--- config.mk ---
export PLATFORM = sky130hd
export DESIGN_NAME = hex_display_scheduler
export DESIGN_NICKNAME = d
export VERILOG_FILES = /design/src/rtl/hex_disp_pkg.sv /design/src/rtl/seg7_nibble_dec.sv /design/src/rtl/hex_display_scheduler.sv
export SDC_FILE = /design/constraint.sdc
export NUM_CORES = 1
export LEC_CHECK = 0
export BUFFER_PORTS_ARGS = -buffer_cell sky130_fd_sc_hd__buf_2
export CORE_MARGIN = 3
export CORE_UTILIZATION = 50
export CTS_CLUSTER_DIAMETER = 150
export DETAILED_ROUTE_END_ITERATION = 10
export PLACE_DENSITY = 0.7
export SKIP_LAST_GASP = 1
export SYNTH_ARGS = -nofsm -noshare
export SYNTH_HDL_FRONTEND = slang
export SYNTH_SLANG_ARGS = --single-unit
--- constraint.sdc ---
create_clock -name clk -period 4 [get_ports clk]
set_input_delay 0.8 -clock clk [delete_from_list [all_inputs] [get_ports clk]]
set_output_delay 0.8 -clock clk [all_outputs]
set_load 0.05 [all_outputs]
--- src/rtl/hex_disp_pkg.sv ---
// Shared definitions for the hex display scheduler.
//   seg7_t    : one 7-segment pattern, active-low, bit order {g,f,e,d,c,b,a}
//   SEG_*     : glyph encodings for 0..F plus the all-off blank pattern
//   state_e   : scheduler FSM states
package hex_disp_pkg;

  typedef logic [6:0] seg7_t;

  localparam seg7_t SEG_0     = 7'h40;
  localparam seg7_t SEG_1     = 7'h79;
  localparam seg7_t SEG_2     = 7'h24;
  localparam seg7_t SEG_3     = 7'h30;
  localparam seg7_t SEG_4     = 7'h19;
  localparam seg7_t SEG_5     = 7'h12;
  localparam seg7_t SEG_6     = 7'h02;
  localparam seg7_t SEG_7     = 7'h78;
  localparam seg7_t SEG_8     = 7'h00;
  localparam seg7_t SEG_9     = 7'h18;
  localparam seg7_t SEG_A     = 7'h08;
  localparam seg7_t SEG_B     = 7'h03;
  localparam seg7_t SEG_C     = 7'h46;
  localparam seg7_t SEG_D     = 7'h21;
  localparam seg7_t SEG_E     = 7'h06;
  localparam seg7_t SEG_F     = 7'h0E;
  localparam seg7_t SEG_BLANK = 7'h7F;

  typedef enum logic [1:0] {
    IDLE   = 2'd0,
    SCAN   = 2'd1,
    COMMIT = 2'd2
  } state_e;

endpackage

--- src/rtl/seg7_nibble_dec.sv ---
// Combinational nibble -> 7-segment decoder (active-low).
//   nib_i : 4-bit hex digit
//   seg_o : segment pattern {g..a}
module seg7_nibble_dec
  import hex_disp_pkg::*;
(
  input  logic [3:0] nib_i,
  output seg7_t      seg_o
);

  always_comb begin
    seg_o = SEG_BLANK;
    case (nib_i)
      4'h0: seg_o = SEG_0;
      4'h1: seg_o = SEG_1;
      4'h2: seg_o = SEG_2;
      4'h3: seg_o = SEG_3;
      4'h4: seg_o = SEG_4;
      4'h5: seg_o = SEG_5;
      4'h6: seg_o = SEG_6;
      4'h7: seg_o = SEG_7;
      4'h8: seg_o = SEG_8;
      4'h9: seg_o = SEG_9;
      4'hA: seg_o = SEG_A;
      4'hB: seg_o = SEG_B;
      4'hC: seg_o = SEG_C;
      4'hD: seg_o = SEG_D;
      4'hE: seg_o = SEG_E;
      4'hF: seg_o = SEG_F;
      default: seg_o = SEG_BLANK;
    endcase
  end

endmodule

--- src/rtl/hex_display_scheduler.sv ---
// Multi-digit hex display driver. Accepts a value over valid/ready, decodes
// it one digit per clock (MS digit first) through a single shared decoder
// into a shadow bank, then copies the whole bank to the pins in one commit
// cycle so the display never shows a half-updated value.
//
// Optional feature macro: HEX_BLINK_EN (adds in_blink and a blink prescaler).
//
// Ports:
//   clk, rst     : clock, synchronous active-high reset
//   in_valid     : new value offered
//   in_ready     : high while IDLE (can accept)
//   in_value     : nibble i drives digit i (digit 0 rightmost)
//   in_lz_blank  : blank leading zeros for this value
//   in_blink     : per-digit blink mask (HEX_BLINK_EN only)
//   hex_o        : active-low segments, digit i at [7i+6:7i]
//   busy         : high in SCAN or COMMIT
//   done         : one-cycle pulse with the first cycle showing the new value
module hex_display_scheduler
  import hex_disp_pkg::*;
#(
  parameter int NUM_DIGITS  = 8,
  parameter int BLINK_DIV_W = 24
) (
  input  logic                    clk,
  input  logic                    rst,
  input  logic                    in_valid,
  output logic                    in_ready,
  input  logic [4*NUM_DIGITS-1:0] in_value,
  input  logic                    in_lz_blank,
`ifdef HEX_BLINK_EN
  input  logic [NUM_DIGITS-1:0]   in_blink,
`endif
  output logic [7*NUM_DIGITS-1:0] hex_o,
  output logic                    busy,
  output logic                    done
);

  localparam int IDX_W = (NUM_DIGITS > 1) ? $clog2(NUM_DIGITS) : 1;
  localparam logic [IDX_W-1:0] IDX_LAST = IDX_W'(NUM_DIGITS - 1);

  if (NUM_DIGITS < 1 || NUM_DIGITS > 8) begin : g_bad_digits
    $error("NUM_DIGITS must be in 1..8");
  end
  if (BLINK_DIV_W < 1) begin : g_bad_div
    $error("BLINK_DIV_W must be >= 1");
  end

  state_e                       state_q;
  logic [4*NUM_DIGITS-1:0]      val_q;
  logic                         lz_q;
  logic [IDX_W-1:0]             idx_q;
  logic                         seen_nz_q;
  logic [NUM_DIGITS-1:0][6:0]   shadow_q;
  logic [NUM_DIGITS-1:0][6:0]   hex_q;
  logic                         done_q;
`ifdef HEX_BLINK_EN
  logic [NUM_DIGITS-1:0]        blink_in_q;  // captured with the value
  logic [NUM_DIGITS-1:0]        blink_q;     // committed mask
  logic [BLINK_DIV_W-1:0]       presc_q;
`endif

  logic [3:0] nib;
  seg7_t      dec_seg;
  seg7_t      seg_d;

  assign nib = val_q[idx_q*4 +: 4];

  // The one shared decoder; the FSM walks idx_q across the captured value.
  seg7_nibble_dec u_dec (
    .nib_i (nib),
    .seg_o (dec_seg)
  );

  // Leading-zero blanking: only zeros ahead of the first non-zero digit,
  // and never digit 0 so a zero value still shows "0".
  always_comb begin
    seg_d = dec_seg;
    if (lz_q && !seen_nz_q && nib == 4'h0 && idx_q != '0) seg_d = SEG_BLANK;
  end

  always_ff @(posedge clk) begin
    if (rst) begin
      state_q   <= IDLE;
      val_q     <= '0;
      lz_q      <= 1'b0;
      idx_q     <= '0;
      seen_nz_q <= 1'b0;
      shadow_q  <= {NUM_DIGITS{SEG_BLANK}};
      hex_q     <= {NUM_DIGITS{SEG_BLANK}};
      done_q    <= 1'b0;
`ifdef HEX_BLINK_EN
      blink_in_q <= '0;
      blink_q    <= '0;
`endif
    end else begin
      done_q <= 1'b0;
      case (state_q)
        IDLE: begin
          if (in_valid) begin
            val_q     <= in_value;
            lz_q      <= in_lz_blank;
            idx_q     <= IDX_LAST;
            seen_nz_q <= 1'b0;
`ifdef HEX_BLINK_EN
            blink_in_q <= in_blink;
`endif
            state_q   <= SCAN;
          end
        end
        SCAN: begin
          shadow_q[idx_q] <= seg_d;
          if (nib != 4'h0) seen_nz_q <= 1'b1;
          if (idx_q == '0) state_q <= COMMIT;
          else             idx_q   <= idx_q - 1'b1;
        end
        COMMIT: begin
          hex_q   <= shadow_q;
          done_q  <= 1'b1;
`ifdef HEX_BLINK_EN
          blink_q <= blink_in_q;
`endif
          state_q <= IDLE;
        end
        default: state_q <= IDLE;
      endcase
    end
  end

  assign in_ready = (state_q == IDLE);
  assign busy     = (state_q == SCAN) || (state_q == COMMIT);
  assign done     = done_q;

`ifdef HEX_BLINK_EN
  always_ff @(posedge clk) begin
    if (rst) presc_q <= '0;
    else     presc_q <= presc_q + 1'b1;
  end

  for (genvar i = 0; i < NUM_DIGITS; i++) begin : g_blink
    assign hex_o[7*i +: 7] = (blink_q[i] && presc_q[BLINK_DIV_W-1]) ? SEG_BLANK : hex_q[i];
  end
`else
  assign hex_o = hex_q;
`endif

endmodule
Yosys cells after proc, flatten, opt, wreduce, memory -nomap -nowiden
Memory sizes are Yosys's and may differ from the RTL's.
Index checks and enable logic that the tools add are counted.
{"block": "classes", "order_cmp": 2, "n_addsub": 1, "n_shift": 1, "muxes": 14, "n_reduce_logical": 16, "eq_ne": 6}
{"op": "$bwmux 56", "n": 1}
{"op": "$shiftx 32x6->4", "n": 1}
{"op": "$demux 7 s3", "n": 1}
{"op": "$mux 7", "n": 2}
{"op": "$ne 2x2->1 const B", "n": 4}
{"op": "$mux 3", "n": 2}
{"op": "$pmux 3 s2", "n": 1}
{"op": "$reduce_and 3->1", "n": 2}
{"op": "$logic_and 1x1->1", "n": 4}
{"op": "$logic_not 4->1", "n": 1}
{"op": "$lt 3x4->1 const B", "n": 1}
{"op": "$mux 2", "n": 2}
{"op": "$pmux 2 s2", "n": 1}
{"op": "$reduce_and 2->1", "n": 2}
{"op": "$reduce_bool 4->1", "n": 1}
{"op": "$ge 3x1->1 const B", "n": 1}
{"op": "$logic_not 3->1", "n": 1}
{"op": "$mux 1", "n": 3}
{"op": "$reduce_bool 3->1", "n": 1}
{"op": "$sub 3x1->3 const B", "n": 1}
{"op": "$eq 2x1->1 const B", "n": 1}
{"op": "$eq 2x2->1 const B", "n": 1}
{"op": "$logic_not 2->1", "n": 1}
{"op": "$pmux 1 s2", "n": 1}
{"op": "3 further kinds", "n": 3}
{"block": "word_totals", "in_bits": 36, "output_inout_bits": 59, "mem_count": 1, "reg_bits": 152, "mem_bits_ro": 112}
{"name": "(no name shown)", "depth": 16, "word_bits": 7, "rd": 1, "rd_clocked_by_memory_dff": 0, "wr": 0, "line_no": "seg7_nibble_dec.sv:13", "rtl": "case (nib_i)"}

Longest topological paths before layout
Gate-level depths: netlist of the first run.
{"block": "logic_depth", "depth_word": 6, "ltp_mapped": 9, "mapped_depth_nobuf": 8}

Hierarchy
From an unflattened synthesis of the first run, not the netlist that was laid out.
{"block": "hier_totals", "cells_unflattened": 663, "hier_area_um2": 6382.4}
{"mod": "hex_display_scheduler", "n_inst": 1, "area_each_um2": 6127.1, "seq_area_each_um2": 3042.9, "cells_per_inst": 630}
{"mod": "seg7_nibble_dec", "n_inst": 1, "area_each_um2": 255.2, "seq_area_each_um2": 0.0, "cells_per_inst": 33}

Least setup slack after synthesis of the first run
OpenSTA, ideal clock, no wires.
{"block": "synth_timing", "path_kind": "flip-flop to flip-flop", "start": "reg idx_q[1]", "end": "reg shadow_q[31] in the netlist's numbering", "synth_period_minus_slack_ns": 2.705, "path_slack_ns": 1.295, "stages_incl_launch_ff": 9, "arrival_time_ns": 2.635, "setup_time_ns": 0.070, "path_cell_list": "dfxtp_1 buf_2 mux4_2 mux2i_1 ha_1 nand3_1 a311oi_1 a311oi_4 o21ai_1"}
{"block": "synth_via", "elab_chain_len": 6}
{"item": "start, declared", "line_no": "hex_display_scheduler.sv:51", "rtl": "logic [IDX_W-1:0] idx_q;"}
{"item": "start signal, assigned", "line_no": "hex_display_scheduler.sv:114", "rtl": "else idx_q <= idx_q - 1'b1;"}
{"item": "branches (longest 5 deep; another with $mem_v2 16x7)"}
{"item": "$bwmux 56 *", "line_no": "hex_display_scheduler.sv:111", "rtl": "shadow_q[idx_q] <= seg_d;"}
{"item": "end signal, assigned", "line_no": "hex_display_scheduler.sv:88", "rtl": "shadow_q <= {NUM_DIGITS{SEG_BLANK}};"}
{"item": "end signal, assigned by index", "line_no": "hex_display_scheduler.sv:111"}
{"item": "end, declared", "line_no": "hex_display_scheduler.sv:53", "rtl": "logic [NUM_DIGITS-1:0][6:0] shadow_q;"}
Every way passes the cells marked *.
A chain may end at the register's enable or synchronous reset.

Final worst setup path of the first run
{"block": "layout_timing", "start": "reg idx_q[1]", "end": "reg shadow_q[52] in the netlist's numbering"}
Same word-level chain as after synthesis.

==> impl_metrics.yaml, run 1 <==
clock_tree:
  path_clk_slew_ps: 60
  h-tree-depth: 4
  cts_setup_buffers: 0
  cts_hold_buf: 0
  clock-sinks: 152
  cts_buffers: 17
  cts-root-buf: "clkbuf_16"
  post_cts_resized: 0
  cts_tree: "done"
  cts_buffer_depth: 2
  insertion_delay_ps: 420
synthesis:
  synth_top_area_frac: 0.499
  synth_area_leaders: "dfxtp_1, mux2i_1, nand2_1"
  yosys_warnings: 0
  synth_cell_type_count: 40
  syn_inst: 659
  syn_nets: 705
  synth_top_cell_by_area: "dfxtp_1"
  async_reset_ff_frac: 0
  yosysSeqAreaShare: 0.499
  avgSynthCellArea_um2: 9.25
  ys_ff_latch: 152
  syn_area_mm2: 0.00610
  synth_flop_cell: "dfxtp_1"
  synth_edf_count: 0
setup_path:
  crit_arrival_ps: 3480
  start_kind: "flop"
  cp-endpoint: "shadow_q[52]"
  worstReg2RegEnd: "shadow_q[52]"
  r2r_slack_ps: 860
  critical_path_class: "reg2reg"
  r2r_start: "idx_q[1]"
  crit_path_end_kind: "flop"
  worstPathMaxFanout: 8
  reg2regPathDepth: 7
  startpoint: "idx_q[1]"
  cp.required_ps: 4340
floorplanning:
  dieArea_mm2: 0.0136
  dieHeight_um: 116
  row_count: 39
  core_mm2: 0.0117
  ios: 95
  start_util: 0.523
  die_w_um: 116
drt:
  viasPerCell: 5.44
  drt_wl_total_um: 13800
  drc_errors: 0
  drtAntennaViolNets: 0
  dr.max_layer_used: "met4"
  num_vias: 4821
  wl_met2_um: 6650
  drtIter0Drc: 342
  wl_per_cell_um: 15.5
  drt-met1-wl_um: 5960
  drt-pass1-iter-count: 5
  dr_wl_met3_um: 809
global_routing:
  grt_max_degree: 65
  grt_pass1_wl_um: 22700
  first_global_vias: 4730
  grt-ovfl-total: 0
  antenna_found_initial: 0
  grt_usage: 0.215
placed_design:
  portBuffers: 94
  placed_cells: 855
  dp_hpwl_um: 9250
  gp_congestion: 0.874
  place_area_mm2: 0.00660
  place_ws_ps: 879
run_status:
  status: "complete, no violations"
cells_and_area:
  drive_gt1_frac: 0.212
  fin_area_mm2: 0.00719
  final_nets: 777
  num_antenna_cells: 0
  syn2layout_area_growth_pct: 18.0
  fin_cells: 887
  post-route-util: 0.617
pwr:
  max-vdd-ir-drop_mv: 0.303
  power_density_mw_per_mm2: 581
  leakage_nw: 2.71
  total_power_mw: 4.18
timing:
  fin_crit_sh: 0.785
  worst_slew_pin_slew_ps: 1140
  relSlewSlack: 0.239
  setup_viol: 0
  fin_crit_ps: 3140
  slew_viol_final: 0
  whs_ps: 453
  skew_ps: 9.08
  timing.fmax_ghz: 0.318
  tns_ps: 0
  fin_ws_ps: 859
  final-hold-violation-count: 0
  rsz0062_at_grt: "false"
min_path:
  min_path_type: "reg2reg"
  hold_depth: 2
flow_run:
  maxCapViolCount: 0
state kept, by name, summed over array words and instances (netlist names):
register and flops:
state_q 2, hex_o 56, val_q 32, lz_q 1, idx_q 3, seen_nz_q 1
shadow_q 56, done 1
cells in the final DEF (no fill, tap or decap), types with 2 or more instances in the layout:
cell         n
o211ai_1     8
mux4_2       8
buf_4        5
inv_1        6
a311oi_1     2
nor2_1      37
o21ai_1     49
nor3_2       2
nand2_1    145
mux2_2       3
nor2b_1      3
clkbuf_1     2
inv_2        5
nand2b_1     3
a211oi_4     2
clkbuf_8     5
bufinv_16    2
clkbuf_16   17
clkinv_2     5
ha_1         9
dfxtp_1    152
nand3_1      9
a21oi_1     63
nor3_1       4
buf_2       94
mux2i_1     61
and2_1       2
a211oi_1    24
worst min-delay path by stage:
| stage | to | start | slack (ps) |
|---|---|---|---|
| floorplan | lz_q | lz_q | 430 |
| global route | val_q[29] | val_q[29] | 480 |
| finish | lz_q | lz_q | 450 |
| detailed placement | val_q[7] | val_q[7] | 450 |
| global placement | val_q[23] | val_q[23] | 440 |
| CTS | lz_q | lz_q | 460 |
power breakdown:
group	switching [mW]	internal [mW]
logic	0.619	0.303
clock network	0.583	0.995
registers	0.0794	1.60
cells by family after synthesis:
kind of cell,count (synthesis),synth area share
muxes,75,0.144
DFF,152,0.499
AOI/OAI and AO/OA,157,0.160
and+or+nand+nor,206,0.135
buffers and inverters,58,0.0398
adders and majority gates,10,0.0205
xor gates and xnor gates,1,0.00144
cells in the mapped netlist (2+ instances only):
library cell and number:
a211oi_1 24, a211oi_4 2, a21oi_1 63, a311oi_1 2, and2_1 2, buf_1 3
buf_2 2, buf_6 3, clkbuf_1 38, dfxtp_1 152, ha_1 10, inv_1 6
inv_2 5, mux2_2 3, mux2i_1 61, mux4_2 8, nand2_1 145, nand2b_1 3
nand3_1 9, nor2_1 37, nor2b_1 3, nor3_1 4, nor3_2 2, o211ai_1 8
o21ai_1 49
routing by layer:
layer  global-route usage  vias up
met5                    0        -
met4                0.114        0
met3               0.0534       30
met2                0.349      143
met1                0.263     2225
li1                     -     2423
worst max-delay path: stages (launching register included):
cell      delay [ps]
dfxtp_1          540
mux4_2           560
mux2i_1          460
ha_1             320
nand3_1          320
a311oi_1         510
a311oi_4         170
o21ai_1          180
cell type report:
type,instances,area (um^2)
flip-flops and latches,152,3040
well taps,143,179
clock buffers,24,502
clock inverters,8,92.6
fillers,993,4470
inverters,12,45.0
repair buffers,99,508
multi-input cells,449,2820
No activity file was read; power rests on OpenSTA's default activity.
==> run 2, diff against run 1 <==
==> constraint.sdc (replaced) <==
create_clock -name clk -period 2.9 [get_ports clk]
set_input_delay 0.58 -clock clk [delete_from_list [all_inputs] [get_ports clk]]
set_output_delay 0.58 -clock clk [all_outputs]
set_load 0.05 [all_outputs]
==> impl_metrics.yaml, run 2 (synthesized netlist as in run 1, its figures left out) <==
placed_design:
  portBuffers: 94
  dp_hpwl_um: 10000
  gp_congestion: 0.866
timing:
  slew_viol_final: 0
  whs_ps: 388
  skew_ps: 8.69
  final-hold-violation-count: 0
  worst_slew_pin_slew_ps: 661
  fin_crit_ps: 2700
  fin_crit_sh: 0.931
  rsz0062_at_grt: "false"
  setup_viol: 0
  tns_ps: 0
  relSlewSlack: 0.559
  timing.fmax_ghz: 0.370
setup_path:
  r2r_start: "idx_q[1]"
  start_kind: "flop"
  startpoint: "idx_q[1]"
  crit_arrival_ps: 3050
  critical_path_class: "reg2reg"
  worstReg2RegEnd: "shadow_q[45]"
  crit_path_end_kind: "flop"
  r2r_slack_ps: 200
  worstPathMaxFanout: 5
  cp.required_ps: 3250
  reg2regPathDepth: 9
floorplanning:
  core_mm2: 0.0117
  dieArea_mm2: 0.0136
  die_w_um: 116
  row_count: 39
  dieHeight_um: 116
  ios: 95
  start_util: 0.523
clock_tree:
  cts_tree: "done"
  cts_buffer_depth: 2
  clock-sinks: 152
  cts_hold_buf: 0
  h-tree-depth: 4
  insertion_delay_ps: 430
  cts_buffers: 17
  cts-root-buf: "clkbuf_16"
  path_clk_slew_ps: 60
pwr:
  pwr-share-seq: 0.384
  power_density_mw_per_mm2: 818
  comb_power_share: 0.236
  max-vdd-ir-drop_mv: 0.454
  p_sw_frac: 0.307
  pwr-share-clk: 0.380
  leakage_nw: 2.79
  internal_power_mw: 4.17
  power_switching_mw: 1.85
min_path:
  min_path_type: "in2reg"
  hold_depth: 3
  hold_path_end: "val_q[21]"
  hp-start: "in_value[21]"
cells_and_area:
  most-common-layout-cells: "dfxtp_1, nand2_1, buf_2"
  final_common_cell: "dfxtp_1"
  post-route-util: 0.631
  syn2layout_area_growth_pct: 20.7
  fillers: 977
  drive_gt1_frac: 0.227
  num_antenna_cells: 0
  final_nets: 791
run_status:
  status: "complete, no violations"
drt:
  drc_errors: 0
  drt-pass1-iter-count: 5
  wl_per_cell_um: 16.0
  num_vias: 4908
  drtAntennaViolNets: 0
  drt_wl_total_um: 14400
  viasPerCell: 5.45
  drtIter0Drc: 330
flow_run:
  maxCapViolCount: 0
global_routing:
  use_met2: 0.369
  grt_max_degree: 65
  grt_pass1_wl_um: 23500
  grtUsageMet1: 0.282
  grt_use_met3: 0.0632
  first_global_vias: 4697
  antenna_found_initial: 0
  grt-ovfl-total: 0
  busiest_layer: "met2"
  grt_usage: 0.223
==> run 2: worst max-delay path, cell delays in order, from the launching register on <==
cell,delay [ps]
dfxtp_1,490
mux4_2,550
mux2i_1,200
buf_4,160
ha_1,200
clkinv_1,220
a311oi_1,420
a311oi_4,90
buf_4,170
o21ai_1,120
==> run 2: area by class of cell <==
| class | count | area, um^2 | share of cell area |
|---|---|---|---|
| inverter | 12 | 45.0 | 0.00612 |
| clock inverter | 9 | 140 | 0.0190 |
| timing repair buffer | 113 | 651 | 0.0884 |
| tap | 143 | 179 | 0.0243 |
| sequential | 152 | 3040 | 0.414 |
| clock buffer | 23 | 478 | 0.0649 |
| multi-input combinational | 449 | 2820 | 0.384 |
==> run 2: power by group through the flow <==
stage	combinational [mW]	sequential, mW	clock (mW)
final	1.42	2.31	2.29
after global routing	1.55	2.32	2.40
after floorplan	0.996	2.32	0
after detailed placement	1.38	2.35	0
after CTS	1.38	2.31	2.30
after global placement	1.36	2.35	0
==> run 2: per-stage QoR <==
stage | power, mW | std cells | area (um^2) | setup WS [ps]
after detailed placement | 3.73 | 868 | 6720 | 82.6
final | 6.02 | 901 | 7360 | 199
after global routing | 6.28 | 901 | 7360 | 16.3
after floorplan | 3.32 | 659 | 6100 | 195
after global placement | 3.70 | 868 | 6720 | 97.6
after CTS | 6.00 | 900 | 7340 | 79.7
==> run 2: worst max-delay path by stage <==
stage                         to  depth (start not counted)
floorplan           shadow_q[31]                          8
global placement    shadow_q[13]                          5
detailed placement  shadow_q[13]                          5
CTS                 shadow_q[13]                          5
global route         shadow_q[3]                          9
finish              shadow_q[45]                          9
==> run 2: repair_timing <==
item	in CTS	in global routing
hold endpoints to repair	0	0
gates resized for setup	0	1
endpoints found under the setup margin	0	14
buffers inserted	0	1
==> run 2: metal layers <==
layer  wire [um]  up-vias  part of all wire
met2        6980      139              0.48
met5           0        -                 0
li1            -     2451                 -
met1        6520     2300              0.45
met4         159        0             0.011
met3         742       18             0.052
==> run 3, diff against run 2 <==
==> constraint.sdc (replaced) <==
create_clock -name clk -period 3.1 [get_ports clk]
set_input_delay 0.62 -clock clk [delete_from_list [all_inputs] [get_ports clk]]
set_output_delay 0.62 -clock clk [all_outputs]
set_load 0.05 [all_outputs]
==> impl_metrics.yaml, run 3 (synthesized netlist as in run 1, its figures left out) <==
timing:
  slew_viol_final: 0
  rsz0062_at_grt: "false"
  fin_crit_sh: 0.922
  relSlewSlack: 0.549
  final-hold-violation-count: 0
  timing.fmax_ghz: 0.350
  setup_viol: 0
  fin_crit_ps: 2860
  worst_slew_pin_slew_ps: 677
  skew_ps: 6.62
  tns_ps: 0
pwr:
  power_switching_mw: 1.65
  p_sw_frac: 0.302
  pwr-share-clk: 0.377
  max-vdd-ir-drop_mv: 0.357
  pwr-share-seq: 0.396
  power_density_mw_per_mm2: 752
  leakage_nw: 2.73
  internal_power_mw: 3.81
  comb_power_share: 0.227
placed_design:
  place_area_mm2: 0.00665
  dp_hpwl_um: 9260
  gp_congestion: 0.825
  portBuffers: 94
clock_tree:
  cts_hold_buf: 0
  clock-sinks: 152
  cts_tree: "done"
  cts_buffer_depth: 2
  cts_buffers: 17
  insertion_delay_ps: 420
  cts-root-buf: "clkbuf_16"
  path_clk_slew_ps: 60
  h-tree-depth: 4
run_status:
  status: "complete, no violations"
drt:
  drt_wl_total_um: 13700
  viasPerCell: 5.46
  wl_per_cell_um: 15.4
  drtAntennaViolNets: 0
  num_vias: 4868
  drt-pass1-iter-count: 5
  drc_errors: 0
  drtIter0Drc: 335
cells_and_area:
  final_common_cell: "dfxtp_1"
  syn2layout_area_growth_pct: 19.3
  fin_area_mm2: 0.00727
  final_nets: 782
  num_antenna_cells: 0
  drive_gt1_frac: 0.221
  most-common-layout-cells: "dfxtp_1, nand2_1, buf_2"
  fillers: 1010
min_path:
  min_path_type: "in2reg"
flow_run:
  maxCapViolCount: 0
floorplanning:
  die_w_um: 116
  row_count: 39
  start_util: 0.523
  core_mm2: 0.0117
  dieHeight_um: 116
  dieArea_mm2: 0.0136
  ios: 95
global_routing:
  grt-ovfl-total: 0
  grt_usage: 0.212
  grt_pass1_wl_um: 22500
  grt_max_degree: 72
  first_global_vias: 4558
  antenna_found_initial: 0
setup_path:
  slowest_stage: "a311oi_4"
  cp.required_ps: 3380
  critical_path.cell_chain: "mux4_2, mux2i_2, inv_2, ha_1, clkinv_1, a311oi_2, a311oi_4, o21ai_1"
  crit_arrival_ps: 3140
  cpPeakStageDelay_ps: 560
  crit_path_end_kind: "flop"
  start_kind: "flop"
  critical_path_class: "reg2reg"
  worstPathMaxFanout: 8
## run 3: cell types whose count changed in the layout (fill, tap and decap cells not counted), moves of 2 or more
cell | previous run | this run
buf_4 | 16 | 8
mux2i_2 | 1 | 3
clkinv_4 | 3 | 0
clkinv_2 | 0 | 3
mux2i_1 | 61 | 59
## run 3: worst paths after layout
kind         depth (start not counted)         start            to  slack (ps)
min reg2reg                          2     val_q[14]     val_q[14]         450
max                                  8      idx_q[1]  shadow_q[31]         240
min                                  3  in_value[25]     val_q[25]         440
max reg2reg                          8      idx_q[1]  shadow_q[31]         240
## run 3: cell type report
class / count / area [um^2] / share of cell area
sequential: 152 / 3040 / 0.419
multi-input combinational: 449 / 2840 / 0.390
timing repair buffer: 104 / 571 / 0.0784
clock buffer: 23 / 478 / 0.0657
tap: 143 / 179 / 0.0246
clock inverter: 8 / 120 / 0.0165
inverter: 12 / 45.0 / 0.00619
## run 3: metal layers
metal	up-vias	global-route usage	part of all wire
li1	2435	-	-
met1	2279	0.282	0.46
met2	135	0.325	0.47
met3	19	0.0596	0.052
met4	0	0.0843	0.017
met5	-	0	0
## run 3: per-stage QoR
step           setup WS [ps]  hold slack [ps]  total power, mW  instances  utilization
2_1_floorplan            395              432             3.11        659            -
6_report                 240              440             5.47        891        0.624
3_5_place_dp            64.0              447             3.41        858        0.570
5_1_grt                 4.98              438             5.71        891        0.624
4_1_cts                 54.6              422             5.47        889        0.621
3_3_place_gp             206              441             3.38        858        0.570
## run 3: critical path: cells and delay by family, from the launching register on
kind / cells / cell delay [ps]
mux: 2 / 890
compound gates: 3 / 840
flops: 1 / 470
fa+ha+maj: 1 / 270
buf+inv: 2 / 250
## run 3: power groups by stage
stage                     combinational, mW  clock, mW  sequential, mW
after detailed placement               1.20          0            2.21
after floorplan                       0.931          0            2.17
after global routing                   1.35       2.17            2.18
after CTS                              1.20       2.11            2.17
after global placement                 1.18          0            2.20
final                                  1.24       2.06            2.17
## run 3: timing repair
action,CTS,global route
endpoints found under the setup margin,0,40
resized for setup,0,4
setup buffers,0,2
